**src/rtl/display_tx_fifo_pkg.sv**
```systemverilog
// Shared definitions for the display character buffer: output FSM encoding,
// display register address and default sizing.
package display_tx_fifo_pkg;

    typedef enum logic [1:0] {
        ST_IDLE   = 2'd0,
        ST_STROBE = 2'd1,
        ST_GAP    = 2'd2,
        ST_PACE   = 2'd3
    } state_t;

    localparam logic TX_ADDR            = 1'b0;
    localparam int   DEFAULT_DEPTH      = 16;
    localparam int   DEFAULT_ADDR_W     = 4;
    localparam int   DEFAULT_PACE_W     = 17;
    localparam int   DEFAULT_PACE_TICKS = 0;

endpackage

```
**src/rtl/display_tx_fifo_if.sv**
```systemverilog
// CPU-side and display-side signals of the character buffer. The buffer
// itself uses the slave modport; whoever drives the CPU side uses master.
interface display_tx_fifo_if;
    logic       pixel_clken;
    logic       cpu_clken;
    logic       cpu_wr;
    logic [7:0] cpu_din;
    logic       clr_screen;
    logic       dsp_busy;
    logic       overflow;
    logic       out_clken;
    logic       out_w_en;
    logic       out_address;
    logic [7:0] out_dout;

    modport master (
        output pixel_clken, cpu_clken, cpu_wr, cpu_din, clr_screen,
        input  dsp_busy, overflow, out_clken, out_w_en, out_address, out_dout
    );

    modport slave (
        input  pixel_clken, cpu_clken, cpu_wr, cpu_din, clr_screen,
        output dsp_busy, overflow, out_clken, out_w_en, out_address, out_dout
    );
endinterface

```
**src/rtl/display_tx_fifo_sync_fifo.sv**
```systemverilog
// Single-clock FIFO with asynchronous head read and a flush that wins over
// push/pop. Pointers wrap naturally; count is one bit wider than them.
module sync_fifo
    import display_tx_fifo_pkg::*;
#(
    parameter int DEPTH  = DEFAULT_DEPTH,
    parameter int ADDR_W = DEFAULT_ADDR_W,
    parameter int WIDTH  = 8
) (
    input  logic              clk,
    input  logic              rst_n,
    input  logic              push,
    input  logic              pop,
    input  logic              flush,
    input  logic [WIDTH-1:0]  din,
    output logic [WIDTH-1:0]  dout,
    output logic              full,
    output logic              empty,
    output logic [ADDR_W:0]   count
);
    localparam logic [ADDR_W:0] FULL_COUNT = (ADDR_W+1)'(DEPTH);

    logic [WIDTH-1:0]  mem [DEPTH];
    logic [ADDR_W-1:0] wr_ptr;
    logic [ADDR_W-1:0] rd_ptr;
    logic              do_push;
    logic              do_pop;

    assign full    = (count == FULL_COUNT);
    assign empty   = (count == '0);
    assign do_push = push & ~full & ~flush;
    assign do_pop  = pop & ~empty & ~flush;
    assign dout    = mem[rd_ptr];

    always_ff @(posedge clk) begin
        if (do_push) mem[wr_ptr] <= din;
    end

    always_ff @(posedge clk or negedge rst_n) begin
        if (!rst_n) begin
            wr_ptr <= '0;
            rd_ptr <= '0;
            count  <= '0;
        end else if (flush) begin
            wr_ptr <= '0;
            rd_ptr <= '0;
            count  <= '0;
        end else begin
            if (do_push) wr_ptr <= wr_ptr + ADDR_W'(1);
            if (do_pop)  rd_ptr <= rd_ptr + ADDR_W'(1);
            count <= count + (ADDR_W+1)'(do_push) - (ADDR_W+1)'(do_pop);
        end
    end
endmodule

```
**src/rtl/display_tx_fifo.sv**
```systemverilog
// Buffers CPU display writes and replays them as one-tick write strobes,
// each followed by a gap and optional pacing delay, on pixel_clken ticks.
//
// state  | meaning
// IDLE   | waiting for a buffered character; pops and raises the strobe
// STROBE | strobe high for this tick; drops it next
// GAP    | mandatory low tick before the display takes another character
// PACE   | optional extra wait emulating the terminal character rate
module display_tx_fifo
    import display_tx_fifo_pkg::*;
#(
    parameter int DEPTH      = DEFAULT_DEPTH,
    parameter int ADDR_W     = DEFAULT_ADDR_W,
    parameter int PACE_W     = DEFAULT_PACE_W,
    parameter int PACE_TICKS = DEFAULT_PACE_TICKS
) (
    input  logic             pixel_clock,
    input  logic             reset_n,
    display_tx_fifo_if.slave bus
);
    localparam logic [ADDR_W:0]   FULL_COUNT = (ADDR_W+1)'(DEPTH);
    localparam logic [PACE_W-1:0] PACE_LOAD  =
        PACE_W'((PACE_TICKS > 0) ? PACE_TICKS - 1 : 0);

    state_t            state;
    logic [PACE_W-1:0] pace_cnt;
    logic              push_req;
    logic              push;
    logic              pop;
    logic              full;
    logic              empty;
    logic [7:0]        head;
    logic [ADDR_W:0]   count;
    logic [ADDR_W:0]   count_next;

    assign push_req   = bus.cpu_clken & bus.cpu_wr;
    assign push       = push_req & ~full & ~bus.clr_screen;
    assign pop        = bus.pixel_clken & (state == ST_IDLE) & ~empty & ~bus.clr_screen;
    assign count_next = count + (ADDR_W+1)'(push) - (ADDR_W+1)'(pop);
    assign bus.out_address = TX_ADDR;

    sync_fifo #(.DEPTH(DEPTH), .ADDR_W(ADDR_W), .WIDTH(8)) u_fifo (
        .clk   (pixel_clock),
        .rst_n (reset_n),
        .push  (push),
        .pop   (pop),
        .flush (bus.clr_screen),
        .din   (bus.cpu_din),
        .dout  (head),
        .full  (full),
        .empty (empty),
        .count (count)
    );

    // busy tracks the occupancy after this edge's push and pop
    always_ff @(posedge pixel_clock or negedge reset_n) begin
        if (!reset_n) begin
            bus.overflow <= 1'b0;
            bus.dsp_busy <= 1'b0;
        end else if (bus.clr_screen) begin
            bus.overflow <= 1'b0;
            bus.dsp_busy <= 1'b0;
        end else begin
            if (push_req && full) bus.overflow <= 1'b1;
            bus.dsp_busy <= (count_next == FULL_COUNT);
        end
    end

    always_ff @(posedge pixel_clock or negedge reset_n) begin
        if (!reset_n) begin
            state         <= ST_IDLE;
            pace_cnt      <= '0;
            bus.out_w_en  <= 1'b0;
            bus.out_clken <= 1'b0;
            bus.out_dout  <= 8'h00;
        end else if (bus.clr_screen && state != ST_STROBE) begin
            // a strobe already on the wire is allowed to finish
            state    <= ST_IDLE;
            pace_cnt <= '0;
        end else if (bus.pixel_clken) begin
            case (state)
                ST_IDLE: begin
                    if (pop) begin
                        bus.out_dout  <= head;
                        bus.out_w_en  <= 1'b1;
                        bus.out_clken <= 1'b1;
                        state         <= ST_STROBE;
                    end
                end
                ST_STROBE: begin
                    bus.out_w_en  <= 1'b0;
                    bus.out_clken <= 1'b0;
                    state         <= ST_GAP;
                end
                ST_GAP: begin
                    if (PACE_TICKS != 0) begin
                        pace_cnt <= PACE_LOAD;
                        state    <= ST_PACE;
                    end else begin
                        state <= ST_IDLE;
                    end
                end
                ST_PACE: begin
                    if (pace_cnt == '0) state <= ST_IDLE;
                    else                pace_cnt <= pace_cnt - PACE_W'(1);
                end
                default: state <= ST_IDLE;
            endcase
        end
    end
endmodule

```
**src/flat_wrapper.sv**
```systemverilog
// flat-port wrapper written by rule: the top's interface ports become plain ports
module display_tx_fifo_flat import display_tx_fifo_pkg::*;
#(
    parameter int DEPTH      = DEFAULT_DEPTH,
    parameter int ADDR_W     = DEFAULT_ADDR_W,
    parameter int PACE_W     = DEFAULT_PACE_W,
    parameter int PACE_TICKS = DEFAULT_PACE_TICKS
)
  (pixel_clock, reset_n, bus_pixel_clken, bus_cpu_clken, bus_cpu_wr, bus_cpu_din, bus_clr_screen, bus_dsp_busy, bus_overflow, bus_out_clken, bus_out_w_en, bus_out_address, bus_out_dout);
  display_tx_fifo_if bus_i ();
  input  logic pixel_clock;
  input  logic reset_n;
  input wire logic [$bits(bus_i.pixel_clken)-1:0] bus_pixel_clken;
  input wire logic [$bits(bus_i.cpu_clken)-1:0] bus_cpu_clken;
  input wire logic [$bits(bus_i.cpu_wr)-1:0] bus_cpu_wr;
  input wire logic [$bits(bus_i.cpu_din)-1:0] bus_cpu_din;
  input wire logic [$bits(bus_i.clr_screen)-1:0] bus_clr_screen;
  output wire logic [$bits(bus_i.dsp_busy)-1:0] bus_dsp_busy;
  output wire logic [$bits(bus_i.overflow)-1:0] bus_overflow;
  output wire logic [$bits(bus_i.out_clken)-1:0] bus_out_clken;
  output wire logic [$bits(bus_i.out_w_en)-1:0] bus_out_w_en;
  output wire logic [$bits(bus_i.out_address)-1:0] bus_out_address;
  output wire logic [$bits(bus_i.out_dout)-1:0] bus_out_dout;
  assign bus_i.pixel_clken = bus_pixel_clken;
  assign bus_i.cpu_clken = bus_cpu_clken;
  assign bus_i.cpu_wr = bus_cpu_wr;
  assign bus_i.cpu_din = bus_cpu_din;
  assign bus_i.clr_screen = bus_clr_screen;
  assign bus_dsp_busy = bus_i.dsp_busy;
  assign bus_overflow = bus_i.overflow;
  assign bus_out_clken = bus_i.out_clken;
  assign bus_out_w_en = bus_i.out_w_en;
  assign bus_out_address = bus_i.out_address;
  assign bus_out_dout = bus_i.out_dout;
  display_tx_fifo #(.DEPTH(DEPTH), .ADDR_W(ADDR_W), .PACE_W(PACE_W), .PACE_TICKS(PACE_TICKS)) u_core (.pixel_clock(pixel_clock), .reset_n(reset_n), .bus(bus_i));
endmodule
```
**config.mk**
```make
export PLATFORM = sky130hd
export DESIGN_NAME = display_tx_fifo_flat
export DESIGN_NICKNAME = d
export VERILOG_FILES = /design/src/rtl/display_tx_fifo_pkg.sv /design/src/rtl/display_tx_fifo_if.sv /design/src/rtl/display_tx_fifo_sync_fifo.sv /design/src/rtl/display_tx_fifo.sv /design/src/flat_wrapper.sv
export SDC_FILE = /design/constraint.sdc
export NUM_CORES = 1
export LEC_CHECK = 0
export CORE_UTILIZATION = 35
export DETAILED_ROUTE_END_ITERATION = 6
export GPL_ROUTABILITY_DRIVEN = 0
export PLACE_DENSITY = 0.58
export SETUP_SLACK_MARGIN = 0.3
export SKIP_LAST_GASP = 1
export SLEW_MARGIN = 0
export SYNTH_ARGS = -nofsm -noshare
export SYNTH_HDL_FRONTEND = slang
export SYNTH_SLANG_ARGS = --single-unit
```
**constraint.sdc**
```tcl
create_clock -name pixel_clock -period 6.2 [get_ports pixel_clock]
set_clock_uncertainty 0.2 [all_clocks]
set_input_delay 1.55 -clock pixel_clock [delete_from_list [all_inputs] [get_ports pixel_clock]]
set_output_delay 1.55 -clock pixel_clock [all_outputs]
set_load 0.05 [all_outputs]
```
==> flow_summary.yaml <==
run_status:
  status: "complete, no violations"
finish:
  area_growth_pct: 15.3
  fin_cells: 764
  drive_above_1_share_pct: 20.0
  nets: 512
  postLayoutCellArea_sq_um: 8390
  antenna-diode-count: 0
  fillerInstances: 1828
  layout_commonest_cell: "edfxtp_1"
  final_cell_mix: "edfxtp_1 (128), dfrtp_1 (42), mux4_2 (32)"
global_routing:
  grt_pass1_wl_um: 23000
  antenna_found_initial: 0
  grt_overflow: 0
  grt_usage_pct: 14.3
  grt_max_degree: 44
  grt_pass1_vias: 4092
synthesis:
  synth_warnings: 0
  synthFlopType: "edfxtp_1"
  syn_nets: 485
  avgSynthCellArea_sq_um: 16.0
  synth-edff-count: 128
  netlist_area_sq_um: 7270
  async_flop_share_pct: 25.1
  ys_types: 54
  ys_seq_area_share_pct: 67.7
  syn_inst: 454
  ys_seq_elements: 171
die:
  die-area_sq_um: 21400
  design.core.area_sq_um: 20300
  die_w_um: 146
  initial_core_util_pct: 35.8
  io-pin-count: 27
  rows: 52
  die_h_um: 146
sta:
  worst_pin_slew_ps: 1020
  finalCriticalPeriod_ps: 4480
  finalHoldViolations: 0
  rsz0062_at_grt: "no"
  fmax_ghz: 0.223
  slew_violations: 0
  max-slew-margin-rel_pct: 32.2
  setup_viol: 0
  setup-tns-final_ps: 0
  fin_crit_sh_pct: 72.3
routing:
  post_drt_wl_per_cell_um: 18.6
  num_vias: 3887
  drc: 0
  drtIter0Drc: 300
  detail-route-antenna-nets: 0
  routed_wl_um: 14200
  via_per_inst: 5.09
  drtPass1Iterations: 4
placed_design:
  io_buffer_count: 25
  dpl.hpwl_um: 9160
  place_area_sq_um: 7810
  dp.cells: 732
cts:
  clk_pin_slew_ps: 70
  ctsResizeCount: 0
  cts_tree: "done"
  root_buffer: "clkbuf_16"
  numCtsBuffers: 17
  post_cts_buffers: 0
  cts_max_level: 4
  postCtsHoldBufs: 0
  clock_latency_ps: 430
  numClockSinks: 171
  cts_max_path_buffers: 2
pwr:
  power.density_nw_per_um2: 383
  ir_worst_vdd_mv: 0.232
  power_mw: 3.21
  power.leakage_nw: 2.91
flow_run:
  drv_cap: 0
worst_setup_path:
  endpoint_kind: "flop"
  crit_type: "input pin to flop"
  worstSetupStartpointType: "input pin"
  critPathRequiredTime_ps: 6340
  path_max_fanout: 24
  cp.arrival_ps: 4620
hold_path:
  hold_class: "flop to flop"
sequential cells by signal (all words and copies together) (netlist names):
signal and flops:
u_core.u_fifo.mem 128, u_core.state 2, u_core.bus.out_dout 8, u_core.bus.dsp_busy 1, u_core.pace_cnt 17, u_core.u_fifo.wr_ptr 4, u_core.bus.overflow 1, u_core.bus.out_clken 1
u_core.u_fifo.rd_ptr 4, u_core.u_fifo.count 5
cells by family after synthesis:
group           share of synthesized area (%)
xor+xnor                                 2.05
flops                                    67.7
other cells                            0.0516
fa+ha+maj                                3.13
mux                                      11.3
buf+inv                                  2.55
simple gates                             7.35
compound gates                           5.94
final timing paths:
path                                   startpoint                       to  slack [ps]  cells past startpoint
max                                bus_clr_screen   u_core.u_fifo.count[4]        1720                     11
min                           u_core.bus.overflow      u_core.bus.overflow         330                      2
max reg2reg                u_core.u_fifo.count[2]   u_core.u_fifo.count[4]        2800                     13
min reg2reg                   u_core.bus.overflow      u_core.bus.overflow         330                      2
max in group asynchronous                 reset_n  u_core.u_fifo.rd_ptr[0]        4020                      1
min in group asynchronous                 reset_n      u_core.bus.dsp_busy        1080                      1
layer usage:
metal	vias up	part of all wire, %	global-route usage (%)
li1	1797	-	-
met1	1987	44	18.9
met2	89	50	23.5
met3	14	4.7	3.16
met4	0	1.4	4.69
met5	-	0	0
stage by stage:
step	worst slack (ps)	util, %	hold WS (ps)
after global routing	1510	41.3	365
after CTS	1730	41.3	346
after floorplan	2120	-	277
after global placement	1380	38.5	290
after detailed placement	1270	38.5	331
final	1720	41.3	327
worst max-delay path: stages:
cell             delay [ps]
clkdlybuf4s50_1         860
or3_1                   670
ha_1                    310
inv_1                    50
ha_1                    150
inv_1                    50
fa_1                    360
nor2b_1                 180
o21bai_1                110
and3_1                  200
nor3_1                  120
synthesized netlist by cell type (3+ instances only):
cell type	instances	area share (%)
nor3_1	4	0.28
xnor2_1	6	0.72
mux4_2	32	9.9
nand2_1	10	0.52
or3_1	4	0.34
or2_2	5	0.43
o21a_1	7	0.72
and2_1	9	0.77
clkbuf_1	16	0.83
o21ai_0	6	0.41
dfrtp_1	43	15
a21oi_1	18	1.2
mux2_2	8	1.2
nor4_1	12	1.0
buf_2	4	0.28
inv_1	19	0.98
edfxtp_1	128	53
ha_1	15	2.6
nor2b_1	3	0.26
o22ai_1	16	1.4
nor2_1	27	1.4
nand3_1	4	0.28
o31ai_1	3	0.31
and3_1	3	0.26
xor2_1	11	1.3
cell type report:
class	count	area (sq um)	share of cell area, %
clock inverter	15	153	1.82
inverter	19	71.3	0.850
timing repair buffer	33	305	3.64
multi-input combinational	239	2170	25.9
sequential	171	4920	58.7
clock buffer	17	425	5.07
tap	270	338	4.03
power breakdown:
group	internal [mW]	total (mW)	leakage, nW	switching (mW)
clock	0.535	1.02	0.276	0.486
sequential	1.29	1.36	1.72	0.0661
combinational	0.378	0.829	0.912	0.451
Note: power is estimated with default switching activity, not from simulation.
